**src/rtl/implication_queue_pkg.sv**
```systemverilog
// rtl/implication_queue_pkg.sv - sat_iq_pkg: shared entry/state types for the implication queue
`ifndef MAX_VARS_BITS
`define MAX_VARS_BITS 8
`endif

package sat_iq_pkg;

  localparam int IQ_VAR_BITS = `MAX_VARS_BITS;

  typedef struct packed {
    logic [IQ_VAR_BITS-1:0] var_idx;
    logic                   val;
  } iq_entry_t;

  typedef enum logic {
    IQ_RUN      = 1'b0,
    IQ_CONFLICT = 1'b1
  } iq_state_e;

endpackage

```
**src/rtl/implication_queue_if.sv**
```systemverilog
// rtl/implication_queue_if.sv - push/pop handshake bundle between evaluator, queue and trail logic
interface implication_queue_if #(
  parameter int VAR_BITS = sat_iq_pkg::IQ_VAR_BITS
);
  logic                push_valid;
  logic [VAR_BITS-1:0] push_var;
  logic                push_val;
  logic                push_ready;
  logic                pop_valid;
  logic [VAR_BITS-1:0] pop_var;
  logic                pop_val;
  logic                pop_ready;

  modport master (
    output push_valid, push_var, push_val, pop_ready,
    input  push_ready, pop_valid, pop_var, pop_val
  );

  modport slave (
    input  push_valid, push_var, push_val, pop_ready,
    output push_ready, pop_valid, pop_var, pop_val
  );
endinterface

```
**src/rtl/implication_queue_match_cam.sv**
```systemverilog
// rtl/implication_queue_match_cam.sv - iq_match_cam: parallel compare of a pushed variable
// against every valid queue entry.
module iq_match_cam
  import sat_iq_pkg::*;
#(
  parameter int DEPTH    = 8,
  parameter int VAR_BITS = IQ_VAR_BITS
) (
  input  logic [VAR_BITS-1:0]            i_var,
  input  logic [DEPTH-1:0]               i_valid,
  input  logic [DEPTH-1:0][VAR_BITS-1:0] i_mem_var,
  input  logic [DEPTH-1:0]               i_mem_val,
  output logic                           o_hit,
  output logic                           o_hit_val
);

  // A variable is held at most once, so at most one lane can match.
  always_comb begin
    o_hit     = 1'b0;
    o_hit_val = 1'b0;
    for (int i = 0; i < DEPTH; i++) begin
      if (i_valid[i] && (i_mem_var[i] == i_var)) begin
        o_hit     = 1'b1;
        o_hit_val = i_mem_val[i];
      end
    end
  end

endmodule

```
**src/rtl/implication_queue.sv**
```systemverilog
// rtl/implication_queue.sv - FWFT implication FIFO with duplicate drop and sticky conflict.
// Optional IQ_STATS_EN adds saturating push/dup/high-water statistics.
module implication_queue
  import sat_iq_pkg::*;
#(
  parameter int DEPTH    = 8,
  parameter int VAR_BITS = IQ_VAR_BITS
) (
  input  logic                     i_clock,
  input  logic                     i_reset,
  input  logic                     i_flush,
  implication_queue_if.slave       bus,
  output logic                     o_conflict,
  output logic [VAR_BITS-1:0]      o_conflict_var,
  output logic [$clog2(DEPTH):0]   o_count
`ifdef IQ_STATS_EN
  ,
  output logic [15:0]              o_stat_pushes,
  output logic [15:0]              o_stat_dups,
  output logic [15:0]              o_stat_hiwater
`endif
);

  localparam int PW = $clog2(DEPTH);
  localparam int CW = PW + 1;
  localparam logic [CW-1:0] FULL_COUNT = CW'(DEPTH);

  iq_state_e                     r_state;
  iq_state_e                     w_state_next;
  logic [PW-1:0]                 r_rd_ptr;
  logic [PW-1:0]                 r_wr_ptr;
  logic [CW-1:0]                 r_count;
  logic                          r_conflict;
  logic [VAR_BITS-1:0]           r_conflict_var;
  logic [DEPTH-1:0][VAR_BITS-1:0] r_mem_var;
  logic [DEPTH-1:0]              r_mem_val;

  logic                          w_run;
  logic                          w_push_ready;
  logic                          w_pop_valid;
  logic                          w_push_acc;
  logic                          w_pop;
  logic                          w_enq;
  logic                          w_dup;
  logic                          w_conf;
  logic                          w_hit;
  logic                          w_hit_val;
  logic [DEPTH-1:0]              w_valid;
  logic [PW-1:0]                 w_off;

  assign w_run        = (r_state == IQ_RUN);
  assign w_push_ready = w_run && (r_count != FULL_COUNT);
  assign w_pop_valid  = w_run && (r_count != '0);
  assign w_push_acc   = bus.push_valid && w_push_ready;
  assign w_pop        = w_pop_valid && bus.pop_ready;
  assign w_enq        = w_push_acc && !w_hit;
  assign w_dup        = w_push_acc && w_hit && (w_hit_val == bus.push_val);
  assign w_conf       = w_push_acc && w_hit && (w_hit_val != bus.push_val);

  // Slot i is live when its distance from the read pointer is below count;
  // this includes the head even when it is being popped this cycle.
  always_comb begin
    w_valid = '0;
    w_off   = '0;
    for (int i = 0; i < DEPTH; i++) begin
      w_off      = PW'(i) - r_rd_ptr;
      w_valid[i] = ({1'b0, w_off} < r_count);
    end
  end

  iq_match_cam #(
    .DEPTH    (DEPTH),
    .VAR_BITS (VAR_BITS)
  ) u_cam (
    .i_var     (bus.push_var),
    .i_valid   (w_valid),
    .i_mem_var (r_mem_var),
    .i_mem_val (r_mem_val),
    .o_hit     (w_hit),
    .o_hit_val (w_hit_val)
  );

  always_comb begin
    w_state_next = r_state;
    if (i_flush) begin
      w_state_next = IQ_RUN;
    end else if (w_conf) begin
      w_state_next = IQ_CONFLICT;
    end
  end

  always_ff @(posedge i_clock or posedge i_reset) begin
    if (i_reset) begin
      r_state        <= IQ_RUN;
      r_rd_ptr       <= '0;
      r_wr_ptr       <= '0;
      r_count        <= '0;
      r_conflict     <= 1'b0;
      r_conflict_var <= '0;
    end else begin
      r_state <= w_state_next;
      if (i_flush) begin
        r_rd_ptr       <= '0;
        r_wr_ptr       <= '0;
        r_count        <= '0;
        r_conflict     <= 1'b0;
        r_conflict_var <= '0;
      end else begin
        if (w_enq) r_wr_ptr <= r_wr_ptr + 1'b1;
        if (w_pop) r_rd_ptr <= r_rd_ptr + 1'b1;
        if (w_enq && !w_pop) begin
          r_count <= r_count + 1'b1;
        end else if (!w_enq && w_pop) begin
          r_count <= r_count - 1'b1;
        end
        if (w_conf) begin
          r_conflict     <= 1'b1;
          r_conflict_var <= bus.push_var;
        end
      end
    end
  end

  always_ff @(posedge i_clock) begin
    if (w_enq && !i_flush) begin
      r_mem_var[r_wr_ptr] <= bus.push_var;
      r_mem_val[r_wr_ptr] <= bus.push_val;
    end
  end

`ifdef IQ_STATS_EN
  logic [15:0] r_stat_pushes;
  logic [15:0] r_stat_dups;
  logic [15:0] r_stat_hiwater;

  // Statistics survive flush; only reset clears them.
  always_ff @(posedge i_clock or posedge i_reset) begin
    if (i_reset) begin
      r_stat_pushes  <= '0;
      r_stat_dups    <= '0;
      r_stat_hiwater <= '0;
    end else begin
      if (w_push_acc && !i_flush && (r_stat_pushes != 16'hFFFF))
        r_stat_pushes <= r_stat_pushes + 1'b1;
      if (w_dup && !i_flush && (r_stat_dups != 16'hFFFF))
        r_stat_dups <= r_stat_dups + 1'b1;
      if (16'(r_count) > r_stat_hiwater)
        r_stat_hiwater <= 16'(r_count);
    end
  end

  assign o_stat_pushes  = r_stat_pushes;
  assign o_stat_dups    = r_stat_dups;
  assign o_stat_hiwater = r_stat_hiwater;
`endif

  assign bus.push_ready = w_push_ready;
  assign bus.pop_valid  = w_pop_valid;
  assign bus.pop_var    = w_pop_valid ? r_mem_var[r_rd_ptr] : '0;
  assign bus.pop_val    = w_pop_valid ? r_mem_val[r_rd_ptr] : 1'b0;
  assign o_conflict     = r_conflict;
  assign o_conflict_var = r_conflict_var;
  assign o_count        = r_count;

endmodule
```
**src/flat_wrapper.sv**
```systemverilog
// flat-port wrapper written by rule: the top's interface ports become plain ports
module implication_queue_flat import sat_iq_pkg::*;
#(
  parameter int DEPTH    = 8,
  parameter int VAR_BITS = IQ_VAR_BITS
)
  (i_clock, i_reset, i_flush, o_conflict, o_conflict_var, o_count, bus_push_valid, bus_push_var, bus_push_val, bus_pop_ready, bus_push_ready, bus_pop_valid, bus_pop_var, bus_pop_val);
  implication_queue_if #(.VAR_BITS(VAR_BITS)) bus_i ();
  input  logic i_clock;
  input  logic i_reset;
  input  logic i_flush;
  output logic o_conflict;
  output logic [VAR_BITS-1:0] o_conflict_var;
  output logic [$clog2(DEPTH):0] o_count;
  input wire logic [$bits(bus_i.push_valid)-1:0] bus_push_valid;
  input wire logic [$bits(bus_i.push_var)-1:0] bus_push_var;
  input wire logic [$bits(bus_i.push_val)-1:0] bus_push_val;
  input wire logic [$bits(bus_i.pop_ready)-1:0] bus_pop_ready;
  output wire logic [$bits(bus_i.push_ready)-1:0] bus_push_ready;
  output wire logic [$bits(bus_i.pop_valid)-1:0] bus_pop_valid;
  output wire logic [$bits(bus_i.pop_var)-1:0] bus_pop_var;
  output wire logic [$bits(bus_i.pop_val)-1:0] bus_pop_val;
  assign bus_i.push_valid = bus_push_valid;
  assign bus_i.push_var = bus_push_var;
  assign bus_i.push_val = bus_push_val;
  assign bus_i.pop_ready = bus_pop_ready;
  assign bus_push_ready = bus_i.push_ready;
  assign bus_pop_valid = bus_i.pop_valid;
  assign bus_pop_var = bus_i.pop_var;
  assign bus_pop_val = bus_i.pop_val;
  implication_queue #(.DEPTH(DEPTH), .VAR_BITS(VAR_BITS)) u_core (.i_clock(i_clock), .i_reset(i_reset), .i_flush(i_flush), .bus(bus_i), .o_conflict(o_conflict), .o_conflict_var(o_conflict_var), .o_count(o_count));
endmodule
```
**config.mk**
```make
export PLATFORM = sky130hd
export DESIGN_NAME = implication_queue_flat
export DESIGN_NICKNAME = d
export VERILOG_FILES = /design/src/rtl/implication_queue_pkg.sv /design/src/rtl/implication_queue_if.sv /design/src/rtl/implication_queue_match_cam.sv /design/src/rtl/implication_queue.sv /design/src/flat_wrapper.sv
export SDC_FILE = /design/constraint.sdc
export NUM_CORES = 1
export LEC_CHECK = 0
export CORE_MARGIN = 5
export CORE_UTILIZATION = 50
export CTS_BUF_LIST = sky130_fd_sc_hd__clkbuf_16
export CTS_CLUSTER_SIZE = 12
export DETAILED_ROUTE_END_ITERATION = 10
export PLACE_DENSITY_LB_ADDON = 0.08
export SETUP_SLACK_MARGIN = 0.15
export SYNTH_ARGS = -nofsm -noshare
export SYNTH_HDL_FRONTEND = slang
export SYNTH_SLANG_ARGS = --single-unit
```
**constraint.sdc**
```tcl
create_clock -name i_clock -period 6.3 [get_ports i_clock]
set_input_delay 1.575 -clock i_clock [delete_from_list [all_inputs] [get_ports i_clock]]
set_output_delay 1.575 -clock i_clock [all_outputs]
set_load 0.01 [all_outputs]
```
### Yosys cells after proc, flatten, opt, wreduce, memory -nomap -nowiden

Index checks and enable logic that the tools add are counted.
Widths: inputs -> output; s select.

* word-level logic and storage cells: 115
* output and inout bits: 24
* register bits: 91

* $add $sub $neg: 12
* order comparisons: 11
* equal/unequal tests: 10
* bitwise gates (word level): 1
* reduce and logical (&&, ||, !) cells: 28
* mux-type cells: 39

Operators by type and width (count)
* $bwmux 64: 1
* $eq 8x8->1: 8
* $mux 8: 5
* $lt 3x4->1: 8
* $bmux 8 s3: 1
* $demux 8 s3: 1
* $mux 1: 21
* $logic_and 1x1->1: 19
* $mux 3: 4
* $mux 4: 3
* $sub 3x3->3 const A: 4
* $bwmux 8: 1
* $lt 3x4->1 const B: 2
* $add 3x1->3 const B: 2
* $reduce_bool 2->1: 3
* $sub 1x3->3 const A: 2
* $sub 2x3->3 const A: 2
* $add 4x1->4 const B: 1
* $logic_not 1->1: 4
* $ne 4x4->1 const B: 1
* $reduce_bool 4->1: 1
* $sub 4x1->4 const B: 1
* $bmux 1 s3: 1
* $demux 1 s3: 1
* other kinds (4): 4

### Depth between registers and ports, before layout

Gate-level depths: netlist of the first run.

* depth after elaboration: 18
* gate-level depth with buffers: 20
* depth with buffers taken out: 18

### Modules after synthesis

Synthesis of the first run repeated with hierarchy kept, for this count alone.

* cells, all modules: 435
* area total of the unflattened synthesis: 5190.0 sq um

Modules (own cells, without submodules)
* implication_queue: area each 4252.8 sq um, cells each 311, times used 1, sequential area each 2637.5 sq um
* iq_match_cam: area each 937.1 sq um, cells each 124, times used 1, sequential area each 0.0 sq um

### Least setup slack after synthesis of the first run

Ideal clock, no wire load.

* path type: input to register
* start: input bus_push_var[4]
* end: register u_core.r_mem_val[0], enable pin
* path slack: 1927 ps
* data required time: 5901 ps
* stages on the path: 8
* arrival: 3974 ps
* path buffers: 1
* library setup time: 399 ps
* cells stage by stage: buf_4 > xor2_1 > a21o_1 > a2111oi_1 > a2111oi_2 > nand4b_2 > or2_1 > nor4_1

* longest elaborated chain between the ends: 13
* elaborated cells on any way between the ends: 27

RTL lines
* start, declared: line flat_wrapper.sv:16 `input wire logic [$bits(bus_i.push_var)-1:0] bus_push_var;`
* $eq 8x8->1: line implication_queue_match_cam.sv:22 `if (i_valid[i] && (i_mem_var[i] == i_var)) begin`
* $logic_and 1x1->1: line implication_queue_match_cam.sv:22
* $mux 1 (7 in a row): line implication_queue_match_cam.sv:22
* $mux 1 (*): line implication_queue_match_cam.sv:22
* $logic_not 1->1 (*): line implication_queue.sv:56 `assign w_enq = w_push_acc && !w_hit;`
* $logic_and 1x1->1 (*): line implication_queue.sv:56
* $logic_and 1x1->1 (*): line implication_queue.sv:125 `if (w_enq && !i_flush) begin`
* end signal, assigned by index: line implication_queue.sv:127 `r_mem_val[r_wr_ptr] <= bus.push_val;`
* end, declared: line implication_queue.sv:36 `logic [DEPTH-1:0] r_mem_val;`

Mark *: on every way between the ends. The rest lies on a longest branch, timed or not.
A chain may end at the register's enable or synchronous reset.

### Worst setup path after layout of the first run

* start: input bus_push_var[4]
* end: register u_core.r_count[3], in the netlist u_core.o_count[3]

* longest elaborated chain between the ends: 15
* elaborated cells on any way between the ends: 32

RTL lines
* $eq 8x8->1: line implication_queue_match_cam.sv:22
* $logic_and 1x1->1: line implication_queue_match_cam.sv:22
* $mux 1 (7 in a row): line implication_queue_match_cam.sv:22
* $mux 1 (*): line implication_queue_match_cam.sv:22
* $logic_not 1->1 (*): line implication_queue.sv:56
* $logic_and 1x1->1 (*): line implication_queue.sv:56
* $logic_and 1x1->1 or $logic_not 1->1 (tied branches): line implication_queue.sv:111, implication_queue.sv:113
* $mux 4 or $logic_and 1x1->1 (tied branches): line implication_queue.sv:111, implication_queue.sv:113
* $mux 4 or $reduce_bool 3->1 (tied branches)
* end signal, assigned: line implication_queue.sv:112 `r_count <= r_count + 1'b1;`
* end signal, assigned: line implication_queue.sv:114 `r_count <= r_count - 1'b1;`
* end, declared: line implication_queue.sv:32 `logic [CW-1:0] r_count;`

Marks and branches as above.

==> results.toml, run 1 <==
[placement]
port_buffers = 37
placed_cells = 566
dpl.hpwl_um = 9620
dp_slack_ps = 869
place_congestion = 0.923

[global_route]
track_usage_pct = 22.0
grt_pass1_vias = 3388
antenna_found_initial = 0
grt_max_degree = 21
grt_overflow = 0
grt_pass1_wl_um = 20400

[clock_network]
postCtsSetupBuffers = 0
clock-root-buffer = "clkbuf_16"
htreeDepth = 3
clk_latency_ps = 340
clock-sinks = 91
cts_buffers = 9
clk_path_buf_depth = 2
cts_hold_buf = 0
cts_resized = 0
tritoncts = "done"
clk_pin_slew_ps = 70

[routing]
num_vias = 3352
via_per_inst = 5.76
avgRoutedWirePerCell_um = 22.9
ant_nets = 0
drt_iter0_markers = 249
drc = 0
first_pass_iters = 7
postRouteWirelength_um = 13400

[cells_and_area]
register_area_mm2 = 0.00264
final_common_cell = "edfxtp_1"
fin_cells = 582
areaGrowthSynthToFinish_pct = 16.0
drive_above_1_share_pct = 13.5
layout.nets = 473
fillers = 851
multi_input_area_mm2 = 0.00234
final_cell_mix = "edfxtp_1 (72), xnor2_1 (37), clkdlybuf4s50_1 (37)"
diodes = 0

[setup_path]
critical_path_class = "primary input to flop"
cp_max_fo = 17
endpoint_kind = "flop"
startpoint = "bus_push_var[4]"
critPathArrivalTime_ps = 5290
cp-start-kind = "primary input"
reg2reg_from = "u_core.r_rd_ptr[1]$_DFFE_PP0P_"
cp.required_ps = 6510

[synthesis]
yosys_warnings = 0
synth_seq_area_share_pct = 51.1
async_flop_share_pct = 20.9
syn_area_mm2 = 0.00516
ys.flop_type = "edfxtp_1"
synth-seq-cells = 91
syn_nets = 431
syn_inst = 399
avgSynthCellArea_um2 = 12.9
synth_cell_types = 54
synth_edf_count = 72

[timing]
finClkSkew_ps = 9.39
fmax_mhz = 197
final.min_clock_period_ps = 5080
relSlewSlack_pct = 49.0
setup_viol = 0
timing.final.ws_setup_ps = 1220
finalHoldViolCount = 0
period_share_pct = 80.7
rsz0062_at_grt = "false"
tightest_slew_ps = 764
fin_setup_tns_ps = 0
slew_violations = 0

[floorplan]
fp.dieH_um = 112
start_util_pct = 50.7
die_w_um = 112
coreArea_mm2 = 0.0102
io_pins = 38
core.rowCount = 37
die_area_mm2 = 0.0125

[worst_hold_path]
min_from = "u_core.o_conflict_var[6]$_DFFE_PP0P_"
hold_path_class = "flop to flop"

[pwr]
leakagePower_nw = 2.15
powerDensity_mw_per_mm2 = 329
vdd_ir_drop_max_mv = 0.182

[status]
outcome = "completed"

[job]
max_cap_violations = 0
[cells in the mapped netlist (2+ instances only)]
library cell | number | area (um2)
inv_1 | 18 | 67.6
clkbuf_1 | 7 | 26.3
nor4_1 | 6 | 37.5
a2111oi_1 | 2 | 20.0
xor2_1 | 36 | 315
ha_1 | 17 | 213
nand4_1 | 5 | 31.3
nor3_1 | 4 | 20.0
nand2_1 | 30 | 113
xnor2_1 | 37 | 324
mux4_2 | 18 | 405
a211oi_1 | 3 | 22.5
mux2i_1 | 11 | 110
a31oi_1 | 3 | 18.8
a21oi_1 | 16 | 80.1
nand2b_1 | 19 | 119
a2111oi_2 | 2 | 30.0
nand3_1 | 4 | 20.0
a21o_1 | 5 | 37.5
dfrtp_1 | 19 | 475
nor2b_1 | 2 | 12.5
nor2_1 | 19 | 71.3
edfxtp_1 | 72 | 2160
o2bb2ai_2 | 3 | 45.0
buf_4 | 8 | 60.1
buf_1 | 3 | 11.3
buf_6 | 2 | 22.5
o21ai_1 | 2 | 10.0
[worst max-delay path, cell delays in order]
cell	delay [ps]
clkdlybuf4s50_1	800
xnor2_1	510
nand4_1	280
a2111oi_2	440
nor2b_1	160
nand4b_2	250
inv_1	90
nand2_1	120
ha_1	240
a21o_1	160
a21oi_1	190
and3_1	180
mux2i_1	80
xnor2_1	140
nor2_1	50
[kinds of logic after synthesis]
family	Yosys count	synth area share, %
simple gates	98	9.79
flops	91	51.1
xor+xnor	74	12.7
compound gates	48	7.71
buf+inv	40	3.80
mux	30	10.4
fa+ha+maj	18	4.51
[report_power, final]
group          leakage, nW  switching [mW]  internal [mW]
Sequential           0.910          0.0491          0.679
Combinational         1.10           0.373          0.340
Clock                0.143           0.225          0.303
[layout make-up]
| cell class | instances | area share, % |
|---|---|---|
| well taps | 136 | 2.84 |
| clock buffers | 9 | 3.76 |
| flip-flops and latches | 91 | 44.0 |
| repair buffers | 52 | 8.06 |
| clock inverters | 7 | 1.02 |
| inverters | 19 | 1.19 |
| multi-input cells | 268 | 39.1 |
[layer usage]
layer	vias up	share of wire (%)	track usage [%]
li1	1533	-	-
met1	1653	42	29.6
met2	141	48	34.9
met3	25	7.0	4.62
met4	0	3.0	9.16
met5	-	0	0
[final timing paths]
check / cells past startpoint / slack, ps / endpoint
max in group asynchronous: 2 / 4140 / u_core.r_wr_ptr[1]$_DFFE_PP0P_
min in group asynchronous: 2 / 1670 / u_core.r_rd_ptr[0]$_DFFE_PP0P_
setup reg to reg: 19 / 2000 / u_core.o_count[3]$_DFFE_PP0P_
hold / removal: 2 / 540 / u_core.o_conflict_var[6]$_DFFE_PP0P_
setup / recovery: 15 / 1220 / u_core.o_count[3]$_DFFE_PP0P_
hold reg to reg: 2 / 540 / u_core.o_conflict_var[6]$_DFFE_PP0P_
[per-stage QoR]
stage	total power, mW	hold slack [ps]	area (um2)	utilization (%)
floorplan	1.21	534	5160	-
global placement	1.44	527	5700	56.0
detailed placement	1.45	531	5700	56.0
CTS	1.99	542	5990	58.8
global route	2.07	582	5990	58.8
finish	1.97	539	5990	58.8
[sequential cells by signal (all words and copies together), names as in the netlist]
name and flops:
u_core.r_mem_val 8, u_core.r_state 1, u_core.r_mem_var 64, u_core.o_conflict_var 8
u_core.o_count 4, u_core.r_rd_ptr 3, u_core.r_wr_ptr 3
Note: power is estimated with default switching activity, not from simulation.
==> inputs of run 2 (changes only) <==
clock period = 4.1 ns   (was 6.3 ns; I/O delays follow)
==> run 2 against run 1 <==
  * Combinational power up 68%
  * Die area is the same
  * Setup slack worse by 890 ps
  * Clock-buffer cell count unchanged
  * Clock power rose by 56%
  * Final area is 8.1% higher
  * Hold slack improved by 5.4 ps
  * Register-to-register slack worse by 1500 ps
  * Global-route usage is 0.36 points higher
  * Non-clock buffer count up 36
  * Flip-flop and latch count did not move
  * Highest routed layer unchanged
==> results.toml, run 2 (synthesis gave the netlist of run 1 again) <==
[setup_path]
cp.required_ps = 4320
regToRegSetupSlack_ps = 520
crit_path_end = "u_core.o_count[3]$_DFFE_PP0P_"
reg2regPathDepth = 18
cp_max_fo = 11
startpoint = "bus_push_var[5]"
critical_path_class = "primary input to flop"
endpoint_kind = "flop"
r2r_end = "u_core.o_count[3]$_DFFE_PP0P_"
critPathArrivalTime_ps = 4000
reg2reg_from = "u_core.r_rd_ptr[0]$_DFFE_PP0P_"
cp-start-kind = "primary input"

[timing]
period_share_pct = 92.1
final.min_clock_period_ps = 3770
setup_viol = 0
relSlewSlack_pct = 34.9
tightest_slew_ps = 973
finClkSkew_ps = 7.31
fmax_mhz = 265
slew_violations = 0
finalHoldViolCount = 0
rsz0062_at_grt = "false"

[routing]
drt_iter0_markers = 250
via_per_inst = 5.72
ant_nets = 0
avgRoutedWirePerCell_um = 21.9
postRouteWirelength_um = 13500
num_vias = 3532
first_pass_iters = 4
drc = 0

[global_route]
grt_pass1_vias = 3587
antenna_found_initial = 0
track_usage_pct = 22.4
grt_overflow = 0
grt_max_degree = 32
grt_pass1_wl_um = 21000

[clock_network]
clk_path_buf_depth = 2
clk_latency_ps = 340
cts_buffers = 9
tritoncts = "done"
clock-root-buffer = "clkbuf_16"
clock-sinks = 91
clk_pin_slew_ps = 70
htreeDepth = 3

[pwr]
p_switching_mw = 1.04
swShare_pct = 33.2
p_total_mw = 3.12
sequentialPowerShare_pct = 35.0
powerDensity_mw_per_mm2 = 482
power_frac_comb_pct = 38.5
vdd_ir_drop_max_mv = 0.258
leakagePower_nw = 2.39
power_frac_clock_pct = 26.5
intPower_mw = 2.08

[placement]
dpl.hpwl_um = 9540
placed_cells = 599
port_buffers = 37
place_congestion = 0.831

[status]
outcome = "completed"

[floorplan]
core.rowCount = 37
die_w_um = 112
start_util_pct = 50.7
io_pins = 38
coreArea_mm2 = 0.0102
fp.dieH_um = 112
die_area_mm2 = 0.0125

[worst_hold_path]
hold_path_class = "flop to flop"

[cells_and_area]
fillers = 803
drive_above_1_share_pct = 22.0
layout.nets = 509
diodes = 0
final_cell_mix = "edfxtp_1 (72), xor2_1 (36), clkdlybuf4s50_1 (36), buf_4 (36), xnor2_1 (35)"
regMostFlops = "u_core.r_mem_var"
areaGrowthSynthToFinish_pct = 25.5
largest_register_ff_count = 64
fin_cells = 618
final_common_cell = "edfxtp_1"

[job]
max_cap_violations = 0
==> run 2: layer usage <==
metal	part of all wire [%]	GRT usage, %	wire length, um	vias up
met2	49	36.9	6590	128
li1	-	-	-	1605
met3	6.1	3.70	828	28
met4	2.9	8.60	392	0
met1	42	29.7	5700	1771
met5	0	0	0	-
==> run 2: repair_timing <==
item,CTS,global route
resized for setup,0,15
setup buffers,0,2
hold buffers,0,0
hold endpoints to repair,0,0
endpoints found under the setup margin,0,1
==> run 2: area by class of cell <==
cell class / count / area (um2) / area share (%)
multi-input cells: 268 / 2410 / 37.3
clock inverters: 7 / 67.6 / 1.04
inverters: 19 / 71.3 / 1.10
flip-flops and latches: 91 / 2640 / 40.7
clock buffers: 9 / 225 / 3.48
repair buffers: 88 / 893 / 13.8
well taps: 136 / 170 / 2.63
==> run 2: power by group through the flow <==
stage	clock, mW	sequential, mW	combinational, mW
6_report	0.826	1.09	1.20
2_1_floorplan	0	1.10	0.758
3_5_place_dp	0	1.11	1.17
3_3_place_gp	0	1.11	1.16
5_1_grt	0.873	1.10	1.32
4_1_cts	0.838	1.09	1.18
==> run 2: through the flow <==
| step | setup WS (ps) | utilization (%) | hold slack, ps | area (um2) | TNS (ps) |
|---|---|---|---|---|---|
| CTS | 228 | 62.5 | 547 | 6370 | 0 |
| floorplan | 214 | - | 534 | 5180 | 0 |
| detailed placement | -107 | 59.7 | 537 | 6080 | -208 |
| global route | 139 | 63.6 | 569 | 6480 | 0 |
| global placement | -155 | 59.7 | 529 | 6080 | -155 |
| finish | 325 | 63.6 | 544 | 6480 | 0 |
==> run 2: how the worst min path moves through the flow <==
stage / start / to / cells past startpoint
6_report: u_core.r_rd_ptr[1]$_DFFE_PP0P_ / u_core.r_rd_ptr[1]$_DFFE_PP0P_ / 2
5_1_grt: u_core.o_conflict_var[5]$_DFFE_PP0P_ / u_core.o_conflict_var[5]$_DFFE_PP0P_ / 2
4_1_cts: u_core.r_rd_ptr[1]$_DFFE_PP0P_ / u_core.r_rd_ptr[1]$_DFFE_PP0P_ / 2
3_5_place_dp: u_core.o_conflict_var[5]$_DFFE_PP0P_ / u_core.o_conflict_var[5]$_DFFE_PP0P_ / 2
3_3_place_gp: u_core.o_conflict_var[2]$_DFFE_PP0P_ / u_core.o_conflict_var[2]$_DFFE_PP0P_ / 2
2_1_floorplan: u_core.r_wr_ptr[0]$_DFFE_PP0P_ / u_core.r_wr_ptr[0]$_DFFE_PP0P_ / 2
==> run 2: worst max-delay path, stage by stage <==
cell and delay [ps]:
clkdlybuf4s50_1 460, buf_12 170, xor2_1 150, nor3_1 390, o2111ai_1 260, nor2b_2 230
nand4b_2 120, inv_1 70, nand2_2 100, ha_1 230, a21o_1 170, a21oi_2 150
and3_1 170, mux2i_1 80, xnor2_1 160, nor2_1 50
==> inputs of run 3 (changes only) <==
clock period = 3.26 ns   (was 4.1 ns; I/O delays follow)
==> run 3 against run 2 <==
  * The run now ends with negative setup slack left
  * Total power rose by 49%
  * Highest routed layer unchanged
  * Sequential power rose by 27%
  * Largest cell class is now multi-input gates
  * Sequential share of layout area fell by 5.1 points
  * Register-to-register slack got worse by 520 ps
  * Setup slack got worse by 330 ps
==> results.toml, run 3 (synthesis gave the netlist of run 1 again) <==
[setup_path]
critPathArrivalTime_ps = 3480
slowest_stage = "a2111oi_4"
critical-path-max-stage-delay_ps = 430
path_buf_inv = 5
cp_max_fo = 4
endpoint_kind = "flop"
cp_cell_sequence = "clkdlybuf4s15_1, buf_6, buf_4, xnor2_1, nand4_1, a211oi_2, buf_4, a2111oi_4, nand4b_4, inv_2, nand2_4, ha_4, a21o_1, a21oi_2, and3_1, mux2i_1, xnor2_1, nor2_1"
cp-start-kind = "primary input"
critical_path_class = "primary input to flop"
cp_top_family = "compound AO/OA/AOI/OAI gates"
cp.required_ps = 3470

[pwr]
powerDensity_mw_per_mm2 = 626
vdd_ir_drop_max_mv = 0.412
leakagePower_nw = 2.77

[clock_network]
cts_buffers = 9
clk_path_buf_depth = 2
clk_pin_slew_ps = 60
clock-root-buffer = "clkbuf_16"
tritoncts = "done"
clk_latency_ps = 340
clock-sinks = 91
htreeDepth = 3

[global_route]
grt_pass1_vias = 3959
grt_overflow = 0
grt_pass1_wl_um = 22600
grt_max_degree = 32
antenna_found_initial = 0
track_usage_pct = 24.2

[timing]
holdWs_ps = 546
finalHoldViolCount = 0
finClkSkew_ps = 9.49
setup_viol = 1
slew_violations = 0
timing.final.ws_setup_ps = -9.90
rsz0062_at_grt = "true"
tightest_slew_ps = 794
fmax_mhz = 306
period_share_pct = 100
relSlewSlack_pct = 47.0
final.min_clock_period_ps = 3270

[cells_and_area]
largest_register_ff_count = 64
final_cell_mix = "buf_4 (72), edfxtp_1 (72), xnor2_1 (30)"
final_util_pct = 72.9
areaGrowthSynthToFinish_pct = 43.8
layout.nets = 561
diodes = 0
drive_above_1_share_pct = 40.8
regMostFlops = "u_core.r_mem_var"

[status]
outcome = "finished with violations"
violations = "negative setup slack"

[routing]
ant_nets = 0
avgRoutedWirePerCell_um = 22.2
first_pass_iters = 5
drc = 0
num_vias = 3764
via_per_inst = 5.62
postRouteWirelength_um = 14800
drt_iter0_markers = 345

[placement]
dpl.hpwl_um = 10600
place_congestion = 0.925
port_buffers = 37
dp_slack_ps = -687

[floorplan]
io_pins = 38
fp.dieH_um = 112
core.rowCount = 37
die_area_mm2 = 0.0125
coreArea_mm2 = 0.0102
start_util_pct = 50.7
die_w_um = 112

[job]
max_cap_violations = 0

[worst_hold_path]
hold_path_class = "flop to flop"
==> run 3: tightest hold or removal path: stages, from the launching register on <==
cell,delay [ps]
dfrtp_1,370
nand2b_1,70
mux2i_1,60
==> run 3: per-layer routing <==
metal	track usage [%]	vias to the layer above	wire, um
li1	-	1714	-
met1	31.5	1898	6200
met2	40.4	120	7500
met3	3.70	32	653
met4	10.5	0	491
met5	0	-	0
==> run 3: area by class of cell <==
type / count / area [um2]
Sequential cell: 91 / 2640
Fill cell: 695 / 2760
Timing Repair Buffer: 140 / 1360
Multi-Input combinational cell: 268 / 2890
Inverter: 19 / 78.8
Clock inverter: 7 / 61.3
Tap cell: 136 / 170
Clock buffer: 9 / 225
==> run 3: timing repair <==
action | in CTS | in global routing
gates cloned | 0 | 1
gates resized for setup | 72 | 39
endpoints found under the setup margin | 90 | 93
setup buffers | 20 | 7
pin swaps | 27 | 10
hold buffers | 0 | 0
==> run 3: power by group <==
group	switching, mW	internal [mW]	leakage, nW
sequential	0.0645	1.31	0.904
clock	0.430	0.585	0.141
combinational	1.07	1.18	1.72
total	1.56	3.08	2.77
==> run 3: worst paths after layout <==
| kind | start | end | slack, ps | cells past startpoint |
|---|---|---|---|---|
| setup / recovery | bus_push_var[5] | u_core.o_count[3]$_DFFE_PP0P_ | -10 | 18 |
| hold / removal | u_core.o_conflict_var[0]$_DFFE_PP0P_ | u_core.o_conflict_var[0]$_DFFE_PP0P_ | 550 | 2 |
| setup reg to reg | u_core.r_rd_ptr[1]$_DFFE_PP0P_ | u_core.o_count[3]$_DFFE_PP0P_ | 0 | 18 |
| hold reg to reg | u_core.o_conflict_var[0]$_DFFE_PP0P_ | u_core.o_conflict_var[0]$_DFFE_PP0P_ | 550 | 2 |
| max in group asynchronous | i_reset | u_core.r_rd_ptr[0]$_DFFE_PP0P_ | 1780 | 2 |
| min in group asynchronous | i_reset | u_core.r_rd_ptr[2]$_DFFE_PP0P_ | 930 | 2 |
==> run 3: per-stage QoR <==
stage / instance area [um2] / instances / power [mW] / setup TNS [ps]
6_report: 7430 / 670 / 4.65 / -9.90
5_1_grt: 7430 / 670 / 4.87 / -825
4_1_cts: 7190 / 662 / 4.51 / 0
3_5_place_dp: 6400 / 626 / 3.10 / -39690
3_3_place_gp: 6400 / 626 / 3.07 / -36860
2_1_floorplan: 5380 / 399 / 2.47 / -2890
==> variant 1 (settings of run 3) <==
`DEPTH` is set to 8 in 3 places; all go to 4.
--- a/src/rtl/implication_queue_match_cam.sv
+++ b/src/rtl/implication_queue_match_cam.sv
@@ -5,3 +5,3 @@
 #(
-  parameter int DEPTH    = 8,
+  parameter int DEPTH    = 4,
   parameter int VAR_BITS = IQ_VAR_BITS
--- a/src/rtl/implication_queue.sv
+++ b/src/rtl/implication_queue.sv
@@ -5,3 +5,3 @@
 #(
-  parameter int DEPTH    = 8,
+  parameter int DEPTH    = 4,
   parameter int VAR_BITS = IQ_VAR_BITS
--- a/src/flat_wrapper.sv
+++ b/src/flat_wrapper.sv
@@ -3,3 +3,3 @@
 #(
-  parameter int DEPTH    = 8,
+  parameter int DEPTH    = 4,
   parameter int VAR_BITS = IQ_VAR_BITS
Interface: changed (resized o_count); port bits go from 38 to 37. The function was not compared with the original's and may differ.
==> variant 1 against run 3 <==
  * Clock skew down 3.5 ps
  * Critical endpoint is now u_core.o_conflict_var[1]
  * Largest power group unchanged
  * Power down 51%
  * Maximum frequency up 10%
  * Wire length down 59%
  * Cell area down 49%
  * Combinational power down 59%
  * Synthesized area down 43%
  * Sequential cell count down 39
  * Non-clock buffer count down 70
  * Setup slack better by 300 ps
==> variant 1: results (changes against run 3) <==
INFO  route          wl_met2=2966um [-60%]
INFO  synth          synth.cells.most_frequent=edfxtp_1 (36), xor2_1 (31), dfrtp_1 (16), and2_1 (15), or2b_2 (13)
INFO  synth          synthDistinctLibCells=44 [-19%]
INFO  route          met1Wirelength=2775um [-55%]
INFO  cts            h-tree-depth=2 [-1]
INFO  synth          synth.mux.area_fraction=10.64% [+0.22 points]
INFO  power          power.leakage=1.443nW [-48%]
INFO  worst_hold_path startpoint_of_the_worst_hold_path=u_core.o_conflict_var[4]
INFO  synth          synth-adder-area-share=4.054% [-0.45 points]
INFO  worst_setup_path slack_of_the_worst_reg_to_reg_path=410ps [+410 ps]
INFO  route          avgRoutedWirePerCell=16.63um [-25%]
INFO  global_route   grt_start_max_net_pins=26 [-19%]
INFO  worst_setup_path cpPeakStageDelay=370ps [-60 ps]
INFO  cts            cts-buffers-inserted=5 [-4]
INFO  timing         max-slew-margin-rel=57.98% [+11 points]
INFO  worst_setup_path critical_path.reg2reg.endpoint=u_core.o_conflict_var[1]
INFO  placement      routabilityCongestion=0.7893 [-15%]
INFO  placement      placed_wire_length_estimate_after_detailed_placement=4537um [-57%]
INFO  synth          synth_compound_area_share=4.645% [-3.1 points]
INFO  finish         largest_register_ff_count=32 [-50%]
INFO  worst_setup_path worst_r2r_path_depth=11 [-7]
INFO  route          detailroute.wirelength.met3=213um [-67%]
INFO  global_route   grt_use_total=17.40% [-6.8 points]
INFO  placement      port_bufs=36 [-2.7%]
INFO  synth          synthesis.area_per_instance=13.11um^2 [+1.3%]
INFO  worst_setup_path crit_arrival=3190ps [-290 ps]
INFO  synth          synthXorXnorAreaFrac=10.90% [-1.8 points]
INFO  synth          synth-edff-count=36 [-50%]
INFO  worst_hold_path worst_hold_path.endpoint=u_core.o_conflict_var[4]
INFO  worst_setup_path timing.critical_path.slowest_stage_cell=or3b_4
INFO  synth          fraction_of_the_yosys_area_taken_by_sequential_cells=50.00% [-1.1 points]
INFO  worst_setup_path worst_setup_startpoint=bus_push_var[0]
INFO  run_status     run_status=finished clean
INFO  finish         fillerInstances=471 [-32%]
INFO  route          post_drt_via_cell_ratio=5.320 [-5.3%]
variant 1: timing repair:
| item | 4_1_cts | 5_1_grt |
|---|---|---|
| hold buffers | 0 | 0 |
| buffers inserted | 1 | 0 |
| resized for setup | 16 | 13 |
| cloned | 0 | 1 |
| endpoints found under the setup margin | 46 | 7 |
| pin swaps | 5 | 9 |
variant 1: worst reg2reg max path, delay by kind of cell, from the launching register on:
kind	cells	cell delay (ps)
adders and majority gates	1	270
DFF	1	410
buffers and inverters	3	420
xor gates and xnor gates	1	210
muxes	2	520
and+or+nand+nor	2	500
AOI/OAI and AO/OA	2	450
variant 1: how the worst max path moves through the flow:
stage                          endpoint  slack, ps  cells after the start
6_report       u_core.o_conflict_var[1]        290                     11
5_1_grt        u_core.o_conflict_var[4]        170                     11
4_1_cts               u_core.o_count[2]        150                     11
3_5_place_dp          u_core.o_count[2]       -490                     10
3_3_place_gp          u_core.o_count[2]       -430                     10
2_1_floorplan         u_core.o_count[2]        150                     10
variant 1: logic make-up after synthesis:
kind of cell	Yosys count
simple gates	66
buf+inv	26
fa+ha+maj	9
mux	19
flops	52
xor+xnor	36
compound gates	18
variant 1: per-stage QoR:
step	hold slack (ps)	power (W)	instance area, um^2	setup slack (ps)
6_report	549.7	0.002272	3764	288.1
5_1_grt	597.1	0.002425	3764	170.0
4_1_cts	550.0	0.002297	3761	155.0
3_5_place_dp	538.7	0.001771	3585	-490.6
3_3_place_gp	530.3	0.001765	3585	-426.1
2_1_floorplan	542.0	0.001382	2969	153.5
variant 1: area by class of cell:
| cell class | instances | area share (%) |
|---|---|---|
| Timing Repair Buffer | 70 | 17.09 |
| Inverter | 10 | 1.031 |
| Multi-Input combinational cell | 148 | 36.24 |
| Clock buffer | 5 | 3.324 |
| Clock inverter | 3 | 0.4654 |
| Sequential cell | 52 | 39.36 |
| Tap cell | 75 | 2.493 |
variant 1: report_power, final:
group	switching, W	total, W	leakage, nW	internal [W]
clock	0.000232	0.000516	0.0716	0.000284
sequential	0.0000599	0.000831	0.545	0.000771
combinational	0.000432	0.000925	0.826	0.000493
total	0.000724	0.00227	1.44	0.00155
variant 1: layer usage:
| metal | track usage [%] | vias to the layer above |
|---|---|---|
| li1 | - | 919 |
| met1 | 23.69 | 972 |
| met2 | 28.23 | 33 |
| met3 | 3.500 | 7 |
| met4 | 5.099 | 0 |
| met5 | 0 | - |
==> variant 2 (settings of run 3) <==
Made on the original files. Put one more register stage on the output `o_count`, with the module's reset. The value now appears one clock later. The other outputs are not delayed to match.
--- a/src/rtl/implication_queue.sv
+++ b/src/rtl/implication_queue.sv
@@ -162,3 +162,9 @@
   assign o_conflict_var = r_conflict_var;
-  assign o_count        = r_count;
+  always_ff @(posedge i_clock or posedge i_reset) begin
+    if (i_reset) begin
+      o_count <= '0;
+    end else begin
+      o_count <= r_count;
+    end
+  end
 
Formal check against the unedited RTL: not equivalent (Yosys sat finds a counterexample within 4 cycles, from zero or initial values and one cycle with i_reset high).
==> variant 2 against run 3 <==
  * The run still ends with negative setup slack left
  * Cell area decreased by 1.6%
  * Non-clock buffer count shrank 6
  * Via count shrank 0.74%
  * Cell count is 0.60% higher
  * Synthesized area rose by 3.3%
  * Power shrank 2.7%
  * Maximum frequency decreased by 4.9%
  * First-iteration DRC count down 18%
  * Wire length is 3.9% lower
  * Sequential cell count rose by 4
  * Worst hold slack worse by 37 ps
  * Sequential power increased by 6%
  * Global-route usage fell by 1.1 points
  * Setup slack got worse by 170 ps
  * Largest cell class is now flip-flops and latches
==> variant 2: results (changes against run 3) <==
INFO  route          post_drt_via_cell_ratio=5.543 [-1.3%]
INFO  finish         layout.non_clock_inverters=22 [+3]
INFO  timing         timing.final.setup_violations=84 [+83]
INFO  finish         clkCellAreaFrac=3.475% [-0.38 points]
INFO  global_route   globalRouteMet1Util=31.20% [-0.28 points]
INFO  route          met1Wirelength=6277um [+1.3%]
INFO  run_status     violated_checks=negative setup slack
INFO  synth          synthesis.area_per_instance=13.08um^2 [+1.1%]
INFO  synth          synth-adder-area-share=4.361% [-0.15 points]
INFO  synth          synth.cells.most_frequent=edfxtp_1 (72), xor2_1 (42), xnor2_1 (30), nand2_1 (26), dfrtp_1 (23)
INFO  route          detailroute.wirelength.met3=605um [-7.4%]
INFO  global_route   grt_first_pass_wirelength=22270um [-1.6%]
INFO  synth          synthDistinctLibCells=59 [+9.3%]
INFO  worst_setup_path cpPeakStageDelay=500ps [+70 ps]
INFO  timing         setup_ws=-176.9ps [-167.0 ps]
INFO  power          clockNetworkPower=0.000926W [-8%]
INFO  power          sequentialPower=0.00146W [+6%]
INFO  finish         fillerInstances=757 [+8.9%]
INFO  finish         layout.nonclk_buf_share=17.90% [-0.38 points]
INFO  synth          syn_area=5336um^2 [+3.3%]
INFO  finish         finalNetCount=565 [+0.71%]
INFO  route          via_count=3736 [-0.74%]
INFO  finish         final_layout_size_suffix_gt1_share=35.87% [-5.0 points]
INFO  global_route   grt_pass1_vias=3945 [-0.35%]
INFO  finish         layout.comb_gates.multi_input=271 [+1.1%]
INFO  route          wl_met2=6935um [-7.6%]
INFO  run_status     run_status=finished, violations left
variant 2: cell types whose count changed in the layout (fill, tap and decap cells not counted), moves of 5 or more:
cell / run 3 / this run
clkdlybuf4s15_1: 5 / 0
dfrtp_1: 15 / 20
dlygate4sd2_1: 3 / 8
inv_1: 14 / 23
xor2_1: 29 / 37
variant 2: worst paths after layout:
| check | from | to | slack [ps] | cells past startpoint |
|---|---|---|---|---|
| worst max-delay path | u_core.r_rd_ptr[1] | u_core.r_mem_var[15] | -180 | 14 |
| worst min-delay path | u_core.r_count[2] | u_core.o_count[2] | 510 | 1 |
| worst max register to register | u_core.r_rd_ptr[1] | u_core.r_mem_var[15] | -180 | 14 |
| worst min register to register | u_core.r_count[2] | u_core.o_count[2] | 510 | 1 |
| max in group asynchronous | i_reset | u_core.r_rd_ptr[0] | 1700 | 2 |
| min in group asynchronous | i_reset | u_core.o_count[0] | 970 | 2 |
